$ cat src/rtl/cpu_pkg.sv
// Shared CPU debug constants: register-file geometry, dump framing byte and dump FSM states.
package cpu_pkg;
  localparam int DATA_W   = 8;
  localparam int ADDR_W   = 2;
  localparam int NUM_REGS = 4;
  // One extra count so the walk index can hold its terminal value.
  localparam int IDX_W    = $clog2(NUM_REGS + 1);

  localparam logic [DATA_W-1:0] DUMP_HEADER = 8'hA5;

  typedef enum logic [2:0] {
    DS_IDLE,
    DS_CAPTURE,
    DS_SEND_HDR,
    DS_SEND_REG,
    DS_SEND_SUM
  } dump_state_t;
endpackage

$ cat src/rtl/reg_dump_reader.sv
// Snapshots R0..R3 through one read port, then streams header, R0..R3, checksum; header 5 cycles after start.
// Output is a registered stage: while valid && !ready, data/last hold and valid stays high.
module reg_dump_reader
  import cpu_pkg::*;
(
  input  logic              clk,
  input  logic              reset,
  input  logic              start,
  output logic              busy,
  output logic [ADDR_W-1:0] rf_read_addr,
  input  logic [DATA_W-1:0] rf_read_data,
  output logic              out_valid,
  input  logic              out_ready,
  output logic [DATA_W-1:0] out_data,
  output logic              out_last,
  output logic              done
);

  dump_state_t       state, state_n;
  logic [IDX_W-1:0]  index, index_n, index_inc;
  logic [DATA_W-1:0] sum, sum_n;
  logic [DATA_W-1:0] out_data_n;
  logic              out_valid_n, out_last_n, done_n;
  logic [DATA_W-1:0] snap [NUM_REGS];
  logic              xfer;

  assign xfer         = out_valid && out_ready;
  assign busy         = (state != DS_IDLE);
  assign index_inc    = index + IDX_W'(1);
  assign rf_read_addr = (state == DS_CAPTURE) ? index[ADDR_W-1:0] : '0;

  always_comb begin
    state_n     = state;
    index_n     = index;
    sum_n       = sum;
    out_valid_n = out_valid;
    out_data_n  = out_data;
    out_last_n  = out_last;
    done_n      = 1'b0;
    case (state)
      DS_IDLE: begin
        if (start) begin
          state_n = DS_CAPTURE;
          index_n = '0;
          sum_n   = DUMP_HEADER;
        end
      end
      DS_CAPTURE: begin
        sum_n = sum + rf_read_data;
        if (index == IDX_W'(NUM_REGS - 1)) begin
          state_n     = DS_SEND_HDR;
          index_n     = '0;
          out_valid_n = 1'b1;
          out_data_n  = DUMP_HEADER;
          out_last_n  = 1'b0;
        end else begin
          index_n = index_inc;
        end
      end
      DS_SEND_HDR: begin
        if (xfer) begin
          state_n    = DS_SEND_REG;
          out_data_n = snap[0];
        end
      end
      DS_SEND_REG: begin
        if (xfer) begin
          if (index == IDX_W'(NUM_REGS - 1)) begin
            // Negated running sum makes the whole frame add to zero.
            state_n    = DS_SEND_SUM;
            out_data_n = DATA_W'(0) - sum;
            out_last_n = 1'b1;
          end else begin
            index_n    = index_inc;
            out_data_n = snap[index_inc[ADDR_W-1:0]];
          end
        end
      end
      DS_SEND_SUM: begin
        if (xfer) begin
          state_n     = DS_IDLE;
          out_valid_n = 1'b0;
          out_last_n  = 1'b0;
          out_data_n  = '0;
          done_n      = 1'b1;
        end
      end
      default: begin
        state_n     = DS_IDLE;
        out_valid_n = 1'b0;
        out_last_n  = 1'b0;
      end
    endcase
  end

  always_ff @(posedge clk) begin
    if (reset) begin
      state     <= DS_IDLE;
      index     <= '0;
      sum       <= '0;
      out_valid <= 1'b0;
      out_data  <= '0;
      out_last  <= 1'b0;
      done      <= 1'b0;
    end else begin
      state     <= state_n;
      index     <= index_n;
      sum       <= sum_n;
      out_valid <= out_valid_n;
      out_data  <= out_data_n;
      out_last  <= out_last_n;
      done      <= done_n;
    end
  end

  // Snapshot buffer carries no reset; it is always refilled before being sent.
  always_ff @(posedge clk) begin
    if (state == DS_CAPTURE) begin
      snap[index[ADDR_W-1:0]] <= rf_read_data;
    end
  end

endmodule
$ cat config.mk
export PLATFORM = sky130hd
export DESIGN_NAME = reg_dump_reader
export DESIGN_NICKNAME = d
export VERILOG_FILES = /design/src/rtl/cpu_pkg.sv /design/src/rtl/reg_dump_reader.sv
export SDC_FILE = /design/constraint.sdc
export NUM_CORES = 1
export LEC_CHECK = 0
export ABC_CLOCK_PERIOD_IN_PS = 3000
export BUFFER_PORTS_ARGS = -buffer_cell sky130_fd_sc_hd__buf_2
export CORE_MARGIN = 8
export CORE_UTILIZATION = 45
export DETAILED_ROUTE_END_ITERATION = 10
export RECOVER_POWER = 100
export SKIP_CTS_REPAIR_TIMING = 1
export SLEW_MARGIN = 15
export SYNTH_ARGS = -nofsm -noshare
export SYNTH_HDL_FRONTEND = slang
export SYNTH_SLANG_ARGS = --single-unit
$ cat constraint.sdc
create_clock -name clk -period 3 [get_ports clk]
set_clock_uncertainty 0.15 [all_clocks]
set_input_delay 0.3 -clock clk [delete_from_list [all_inputs] [get_ports clk]]
set_output_delay 0.3 -clock clk [all_outputs]
set_load 0.1 [all_outputs]
==> metrics, run 1 <==
status complete, no violations; Core Box Area 6314 um2; TritonRoute pass-1 iters 4; top achievable clock speed 409.8 MHz; Int Pwr 1.292 mW; dpl hpwl 4.867 mm; Post-synth top flop edfxtp_1; CTS buffer count 9; antenna fix cells 0; WP depth 4; drt wl/cell 18.04 um; mean post-synth cell area 11.42 um2; CTS tree built; share of cells above drive strength 1 11.00%; CP endpoint kind output pin; register area 1461 um2; clock group share of total power 35.2%; Final Non-Filler Cells 368; largest cells by area after synthesis edfxtp_1, dfxtp_1, mux4_2; Nets 313; fin crit period 2.440 ns; Ys Warns 0; asr flop ratio synth 0%; switch share 28.04%; Logic pwr share 15.1%; crit-path max cell delay 0.47 ns; Slew Viols, Final 0; #FFs+latches synth 57; Post-Synthesis Cells 257; depth of the most critical reg-to-reg path 6; worst slew pin tran 1.171 ns; GR Overflow Total 0; via count 2040; # rows 29; Max Root-Sink Buffers 2; top cells by count, synth edfxtp_1, nor2_1, dfxtp_1; Pleak 1.170 nW; Seq pwr share 49.7%; I/O Buffers 25; detailed-route vias per instance 5.543; Setup Viol. Count Final 0; Post-synth EDFFs 32; R2R Setup Slk 0.65 ns; max-cap violations 0; Worst Hold Depth 1; Most Frequent Cell on Critical Path nor2_1; die area 9363 um2; CP max FO 14; pre-CTS setup slack 0.6287 ns; Final Hold Viols 0; Pwr Density 555.1 nW/um2; largest net degree at the start of global routing 25; fin crit share 81.34%; Root Driver clkbuf_8; number of global-route vias before repair 2058; final instance area 3236 um2; Chip Height 96.77 um; clock-pin slew on the worst setup and hold paths 0.07 ns; syn_nets 284; Pwr Total 1.796 mW; die width 96.77 um; DRT iter0 DRCs 110; register area share after synthesis 49.79%; Slew HR 22.25%; area of the multi-input gates 1340 um2; WP data required 2.55 ns; first-pass GRT wire length 10.82 mm; HP Class in2reg; VDD IR max 351.6 uV; CP Cell Sequence nor2_1 -> nand2_1 -> nor2_1 -> clkbuf_2; Antenna Nets Post-Route 0; dpl cell area 3100 um2; area delta synth->final 10.23%; # H-tree levels 3; antenna violations before repair 0; Cell Area, Synth 2935 um2; I/O Pins 26; TNS Setup 0 ns; leading area contributor after synthesis edfxtp_1; # placed instances 352; type of origin of the critical path flop; Buffers & Inverters on Critical Path 1; GP Congestion 0.7733; setup slack after layout 0.5597 ns; Starting Density 46.49%; drt drc 0; switching power total 0.5035 mW; Setup CP Type reg2out; CP Data Arrival Time 1.99 ns; CP delay by family, top simple AND/OR/NAND/NOR gates; Layout fillers 586; post-synthesis cell type count 48; clock sinks 57; GR Util All Layers 14.57%; RSZ-0062 raised after global routing no; Clock Latency Late Sink 0.33 ns; most common cell in the synthesized netlist edfxtp_1; slowest CP cell clkbuf_2; total length of routed wires 6.638 mm; Yosys top cell area share 32.74%
## area by class of cell
| class | instances | area share, % |
|---|---|---|
| sequential | 57 | 45.17 |
| multi-input combinational | 178 | 41.42 |
| clock buffer | 11 | 4.370 |
| timing repair buffer | 29 | 3.828 |
| tap | 77 | 2.978 |
| inverter | 11 | 1.276 |
| clock inverter | 5 | 0.9667 |
## metrics by stage
step / utilization [%] / hold slack (ns)
6_report: 51.25 / 0.1504
5_1_grt: 51.25 / 0.1429
4_1_cts: 51.84 / 0.06163
3_5_place_dp: 49.11 / 0.2836
3_3_place_gp: 49.11 / 0.2810
2_1_floorplan: - / 0.2331
## registers in the layout (all words and copies together), names as in the netlist
register	flops
out_last	1
snap	32
sum	8
index	3
out_valid	1
out_data	8
state	3
done	1
## kinds of logic after synthesis
kind of cell               count (synthesis)  share of synthesized area (%)
and+or+nand+nor                           74                          12.74
DFF                                       57                          49.79
muxes                                     20                          10.27
buffers and inverters                     22                          4.348
xor gates and xnor gates                  10                          2.984
AOI/OAI and AO/OA                         59                          13.21
adders and majority gates                 15                          6.650
## power by group through the flow
stage          Combinational [mW]  Sequential (mW)  Clock, mW
6_report                    0.271            0.893      0.632
5_1_grt                     0.301            0.898      0.676
4_1_cts                     0.277            0.893      0.644
3_5_place_dp                0.276            0.911          0
3_3_place_gp                0.273            0.911          0
2_1_floorplan               0.219            0.895          0
## path summary, 6_finish.rpt
path | from | endpoint
setup / recovery | state[1] | rf_read_addr[1]
hold / removal | rf_read_data[0] | snap[1][0]
hold reg to reg | out_data[4] | out_data[4]
setup reg to reg | index[1] | out_data[4]
## routing by layer
layer  track usage [%]  up-vias  share of wire [%]
met4             6.746        0                1.3
met5                 0        -                  0
met1             17.91      968                 44
met2             23.49       49                 47
li1                  -     1017                  -
met3             3.485        6                7.8
## cells in the final DEF (no fill, tap or decap), drive strengths merged, types with 2 or more instances in the layout
| cell | n |
|---|---|
| buf | 5 |
| mux4 | 8 |
| clkinv | 2 |
| edfxtp | 32 |
| inv | 11 |
| or3 | 2 |
| a211oi | 4 |
| a22oi | 3 |
| or4 | 2 |
| nand2 | 12 |
| and4 | 2 |
| o21a | 4 |
| nor2 | 31 |
| a21o | 8 |
| clkinvlp | 3 |
| o31ai | 3 |
| nor4 | 3 |
| mux2i | 11 |
| clkbuf | 35 |
| dfxtp | 25 |
| a21oi | 13 |
| o21ai | 12 |
| o22ai | 3 |
| nand2b | 3 |
| ha | 14 |
| o211ai | 3 |
| xnor2 | 9 |
| nor3 | 4 |
| nor3b | 3 |
| and3 | 4 |
| and2 | 2 |
No activity file was read; power rests on OpenSTA's default activity.
==> run 2, diff against run 1 <==
--- a/config.mk
+++ b/config.mk
@@ -5,7 +5,7 @@
 export SDC_FILE = /design/constraint.sdc
 export NUM_CORES = 1
 export LEC_CHECK = 0
-export ABC_CLOCK_PERIOD_IN_PS = 3000
+export ABC_CLOCK_PERIOD_IN_PS = 2430
 export BUFFER_PORTS_ARGS = -buffer_cell sky130_fd_sc_hd__buf_2
 export CORE_MARGIN = 8
 export CORE_UTILIZATION = 45
==> constraint.sdc (replaced) <==
create_clock -name clk -period 2.43 [get_ports clk]
set_clock_uncertainty 0.15 [all_clocks]
set_input_delay 0.243 -clock clk [delete_from_list [all_inputs] [get_ports clk]]
set_output_delay 0.243 -clock clk [all_outputs]
set_load 0.1 [all_outputs]
==> metrics, run 2 (synthesis results as in run 1) <==
R2R Setup Slk 0.16 ns; final instance area 3336 um2; pre-CTS setup slack 0.1828 ns; RR Startpoint index[0]; most frequent cells in the layout edfxtp_1, nor2_1, dfxtp_1; drt drc 0; GR Util All Layers 14.76%; CP endpoint kind flop; clock sinks 57; drt wl/cell 18.18 um; switch share 26.17%; commonest non-fill, non-tap cell in the layout edfxtp_1; setup slack after layout 0.1602 ns; detailed-route vias per instance 5.625; I/O Buffers 25; HP Class in2reg; die width 96.77 um; antenna fix cells 0; Starting Density 46.49%; hold slack 0.1097 ns; Pleak 1.226 nW; DRT iter0 DRCs 118; Nets 318; Setup Viol. Count Final 0; TNS Setup 0 ns; dpl cell area 3153 um2; Worst setup startpoint index[0]; utilization after layout 52.83%; Core Box Area 6314 um2; CTS tree built; Chip Height 96.77 um; WP data required 2.48 ns; largest net degree at the start of global routing 25; top achievable clock speed 440.6 MHz; share of cells above drive strength 1 13.18%; status complete, no violations; Pwr Density 725.1 nW/um2; max FFs per register 32; CP max FO 14; Int Pwr 1.786 mW; GP Congestion 0.7841; Seq pwr share 45.4%; CP Data Arrival Time 2.32 ns; FF-to-FF End index[0]; # H-tree levels 3; Slew Viols, Final 0; TritonRoute pass-1 iters 4; fin crit period 2.270 ns; antenna violations before repair 0; total length of routed wires 6.780 mm; # rows 29; CP endpoint index[0]; die area 9363 um2; CTS buffer count 9; worst slew pin tran 1.180 ns; VDD IR max 395.1 uV; Layout fillers 599; Final Hold Viols 0; RSZ-0062 raised after global routing no; GR Overflow Total 0; Max Root-Sink Buffers 2; area delta synth->final 13.64%; clock-pin slew on the worst setup and hold paths 0.07 ns; max-cap violations 0; via count 2098; switching power total 0.6329 mW; first-pass GRT wire length 11.04 mm; Antenna Nets Post-Route 0; Slew HR 21.64%; I/O Pins 26; depth of the most critical reg-to-reg path 8; type of origin of the critical path flop; Clock Latency Late Sink 0.33 ns; Setup CP Type reg2reg; Root Driver clkbuf_8; number of global-route vias before repair 2126; fin crit share 93.41%; clock group share of total power 40.1%; Logic pwr share 14.5%; dpl hpwl 4.861 mm
[run 2: worst max-delay path: stages (launching register included)]
cell,delay (ns)
dfxtp_1,0.31
buf_4,0.20
ha_1,0.23
ha_1,0.19
clkbuf_2,0.27
o31ai_1,0.30
clkbuf_2,0.20
mux2i_1,0.21
nor2_1,0.07
[run 2: worst min path at each step]
stage,depth (start not counted),slack [ns],end,from
floorplan,1,0.18,state[1],reset
global placement,1,0.28,out_data[1],out_data[1]
detailed placement,1,0.29,out_data[4],out_data[4]
CTS,1,-0.02,snap[3][2],rf_read_data[2]
global route,1,0.1,snap[1][3],rf_read_data[3]
finish,1,0.11,snap[0][5],rf_read_data[5]
[run 2: power by group through the flow]
stage,Combinational (mW),Sequential (mW),Clock [mW]
after floorplan,0.271,1.11,0
after global placement,0.348,1.12,0
after detailed placement,0.354,1.12,0
after CTS,0.354,1.10,0.992
after global routing,0.389,1.10,1.03
final,0.350,1.10,0.970
[run 2: metal layers]
layer	global-route usage [%]	up-vias	part of all wire, %
li1	-	1028	-
met1	18.49	1030	48
met3	4.765	7	3.7
met4	5.799	0	1.1
met2	22.92	33	47
met5	0	-	0
[run 2: stage by stage]
stage	power (mW)	std cells
after floorplan	1.376	257
after global placement	1.467	355
after detailed placement	1.473	355
after CTS	2.444	371
after global routing	2.524	373
final	2.419	373
[run 2: layout make-up]
cell class              instances  area (um2)  area share [%]
clock buffers                   9       123.9           3.713
clock inverters                 7       93.84           2.813
inverters                      11       41.29           1.238
multi-input cells             178        1349           40.43
flip-flops and latches         57        1461           43.81
well taps                      77       96.34           2.888
repair buffers                 34       170.2           5.101
==> run 3, diff against run 2 <==
--- a/config.mk
+++ b/config.mk
@@ -5,11 +5,13 @@
 export SDC_FILE = /design/constraint.sdc
 export NUM_CORES = 1
 export LEC_CHECK = 0
-export ABC_CLOCK_PERIOD_IN_PS = 2430
+export ABC_AREA = 1
+export ABC_CLOCK_PERIOD_IN_PS = 1860
 export BUFFER_PORTS_ARGS = -buffer_cell sky130_fd_sc_hd__buf_2
 export CORE_MARGIN = 8
 export CORE_UTILIZATION = 45
 export DETAILED_ROUTE_END_ITERATION = 10
+export PLACE_DENSITY = 0.65
 export RECOVER_POWER = 100
 export SKIP_CTS_REPAIR_TIMING = 1
 export SLEW_MARGIN = 15
==> constraint.sdc (replaced) <==
create_clock -name clk -period 1.86 [get_ports clk]
set_clock_uncertainty 0.15 [all_clocks]
set_input_delay 0.186 -clock clk [delete_from_list [all_inputs] [get_ports clk]]
set_output_delay 0.186 -clock clk [all_outputs]
set_load 0.1 [all_outputs]
==> metrics, run 3 <==
Post-synth top flop edfxtp_1; Nets 471; dpl hpwl 5.320 mm; Chip Height 98.71 um; worst slew pin tran 0.5434 ns; Ys Warns 0; max-cap violations 0; dpl cell area 3407 um2; mean post-synth cell area 7.912 um2; total length of routed wires 7.261 mm; final instance area 3752 um2; GP Congestion 0.9017; Post-synth EDFFs 32; leading area contributor after synthesis edfxtp_1; Cell Area, Synth 3078 um2; Clock Latency Late Sink 0.34 ns; CP endpoint kind output pin; Pleak 1.683 nW; I/O Buffers 25; CP Data Arrival Time 1.42 ns; detailed-route vias per instance 5.009; # rows 30; CTS buffer count 9; share of cells above drive strength 1 17.82%; Pwr Density 958.4 nW/um2; fin crit share 94.21%; VDD IR max 444.9 uV; via count 2650; RSZ-0062 raised after global routing no; DRT iter0 DRCs 144; Int Pwr 2.361 mW; Max Root-Sink Buffers 2; Yosys top cell area share 31.22%; top achievable clock speed 570.6 MHz; max FFs per register 32; antenna fix cells 0; Setup Viol. Count Final 0; area delta synth->final 21.91%; switching power total 1.235 mW; Core Box Area 6719 um2; Seq pwr share 41.7%; post-synthesis cell type count 36; Slew Viols, Final 0; type of origin of the critical path flop; number of global-route vias before repair 2481; antenna violations before repair 0; WP data required 1.52 ns; die width 98.71 um; drt drc 0; I/O Pins 26; CP max FO 10; Final Hold Viols 0; TNS Setup 0 ns; TritonRoute pass-1 iters 4; commonest non-fill, non-tap cell in the layout nand2_1; largest net degree at the start of global routing 19; fin crit period 1.752 ns; most common cell in the synthesized netlist nand2_1; Antenna Nets Post-Route 0; Post-Synthesis Cells 389; drt wl/cell 13.73 um; first-pass GRT wire length 11.96 mm; CTS tree built; clock group share of total power 30.8%; HP Class in2reg; clock-pin slew on the worst setup and hold paths 0.06 ns; GR Overflow Total 0; Root Driver clkbuf_8; Slew HR 63.93%; Setup CP Type reg2out; largest cells by area after synthesis edfxtp_1, dfxtp_1, nand2_1; die area 9743 um2; most frequent cells in the layout nand2_1, inv_1, nand3_1; GR Util All Layers 15.72%; Logic pwr share 27.5%; #FFs+latches synth 57; asr flop ratio synth 0%; syn_nets 416; # H-tree levels 3; register area share after synthesis 47.48%; switch share 34.35%; status complete, no violations; clock sinks 57; Starting Density 45.81%; top cells by count, synth nand2_1, inv_1, nand3_1
## run 3: cell types whose count changed in the layout (fill, tap and decap cells not counted), sizes merged, moves of 6 or more
cell and change:
a21o -7, a21oi +13, buf +11, dlygate4sd3 +6, inv +48, mux2i -11
mux4 -8, nand2 +101, nand3 +38, xnor2 -8
## run 3: power by group through the flow
stage / clock (mW) / sequential [mW] / combinational (mW)
after detailed placement: 0 / 1.52 / 0.938
after floorplan: 0 / 1.63 / 0.602
after CTS: 1.13 / 1.50 / 0.942
after global placement: 0 / 1.52 / 0.921
final: 1.11 / 1.50 / 0.988
after global routing: 1.18 / 1.51 / 1.11
## run 3: metal layers
metal  track usage [%]  vias to the layer above  part of all wire [%]
li1                  -                     1379                     -
met1             18.74                     1213                    44
met2             25.22                       45                    49
met3             5.144                       13                   4.8
met4             6.966                        0                   2.3
met5                 0                        -                     0
## run 3: final cells by class
class / instances / area (um2)
Fill cell: 630 / 2967
Sequential cell: 57 / 1473
Multi-Input combinational cell: 265 / 1400
Timing Repair Buffer: 51 / 362.8
Inverter: 60 / 230.2
Clock buffer: 10 / 127.6
Tap cell: 80 / 100.1
Clock inverter: 6 / 58.81
## run 3: stage by stage
stage / hold WS [ns] / power [mW] / util [%] / worst slack (ns) / instances
2_1_floorplan: 0.1349 / 2.229 / - / -0.01789 / 389
3_3_place_gp: 0.2810 / 2.442 / 50.71 / -0.01704 / 500
3_5_place_dp: 0.2941 / 2.461 / 50.71 / -0.05446 / 500
4_1_cts: -0.06695 / 3.568 / 53.48 / -0.08552 / 516
5_1_grt: 0.05338 / 3.798 / 55.85 / 0.0004483 / 529
6_report: 0.06710 / 3.596 / 55.85 / 0.1076 / 529
## run 3: path summary, 6_finish.rpt
kind | from | endpoint | slack [ns] | cells after the start
setup / recovery | state[2] | rf_read_addr[1] | 0.11 | 4
hold / removal | out_ready | done | 0.07 | 3
setup reg to reg | index[0] | snap[2][6] | 0.12 | 6
hold reg to reg | out_last | out_last | 0.30 | 2
## run 3: logic make-up after synthesis
family / after synthesis / synth area share, %
buf+inv: 67 / 8.496
xor+xnor: 2 / 0.5692
compound gates: 49 / 8.659
flops: 57 / 47.48
simple gates: 199 / 28.46
fa+ha+maj: 15 / 6.342
## run 3: critical path, cell delays in order, from the launching register on
cell and delay (ns):
dfxtp_2 0.39, nor2_4 0.20, nand2_4 0.14, nor2_2 0.15
buf_12 0.19
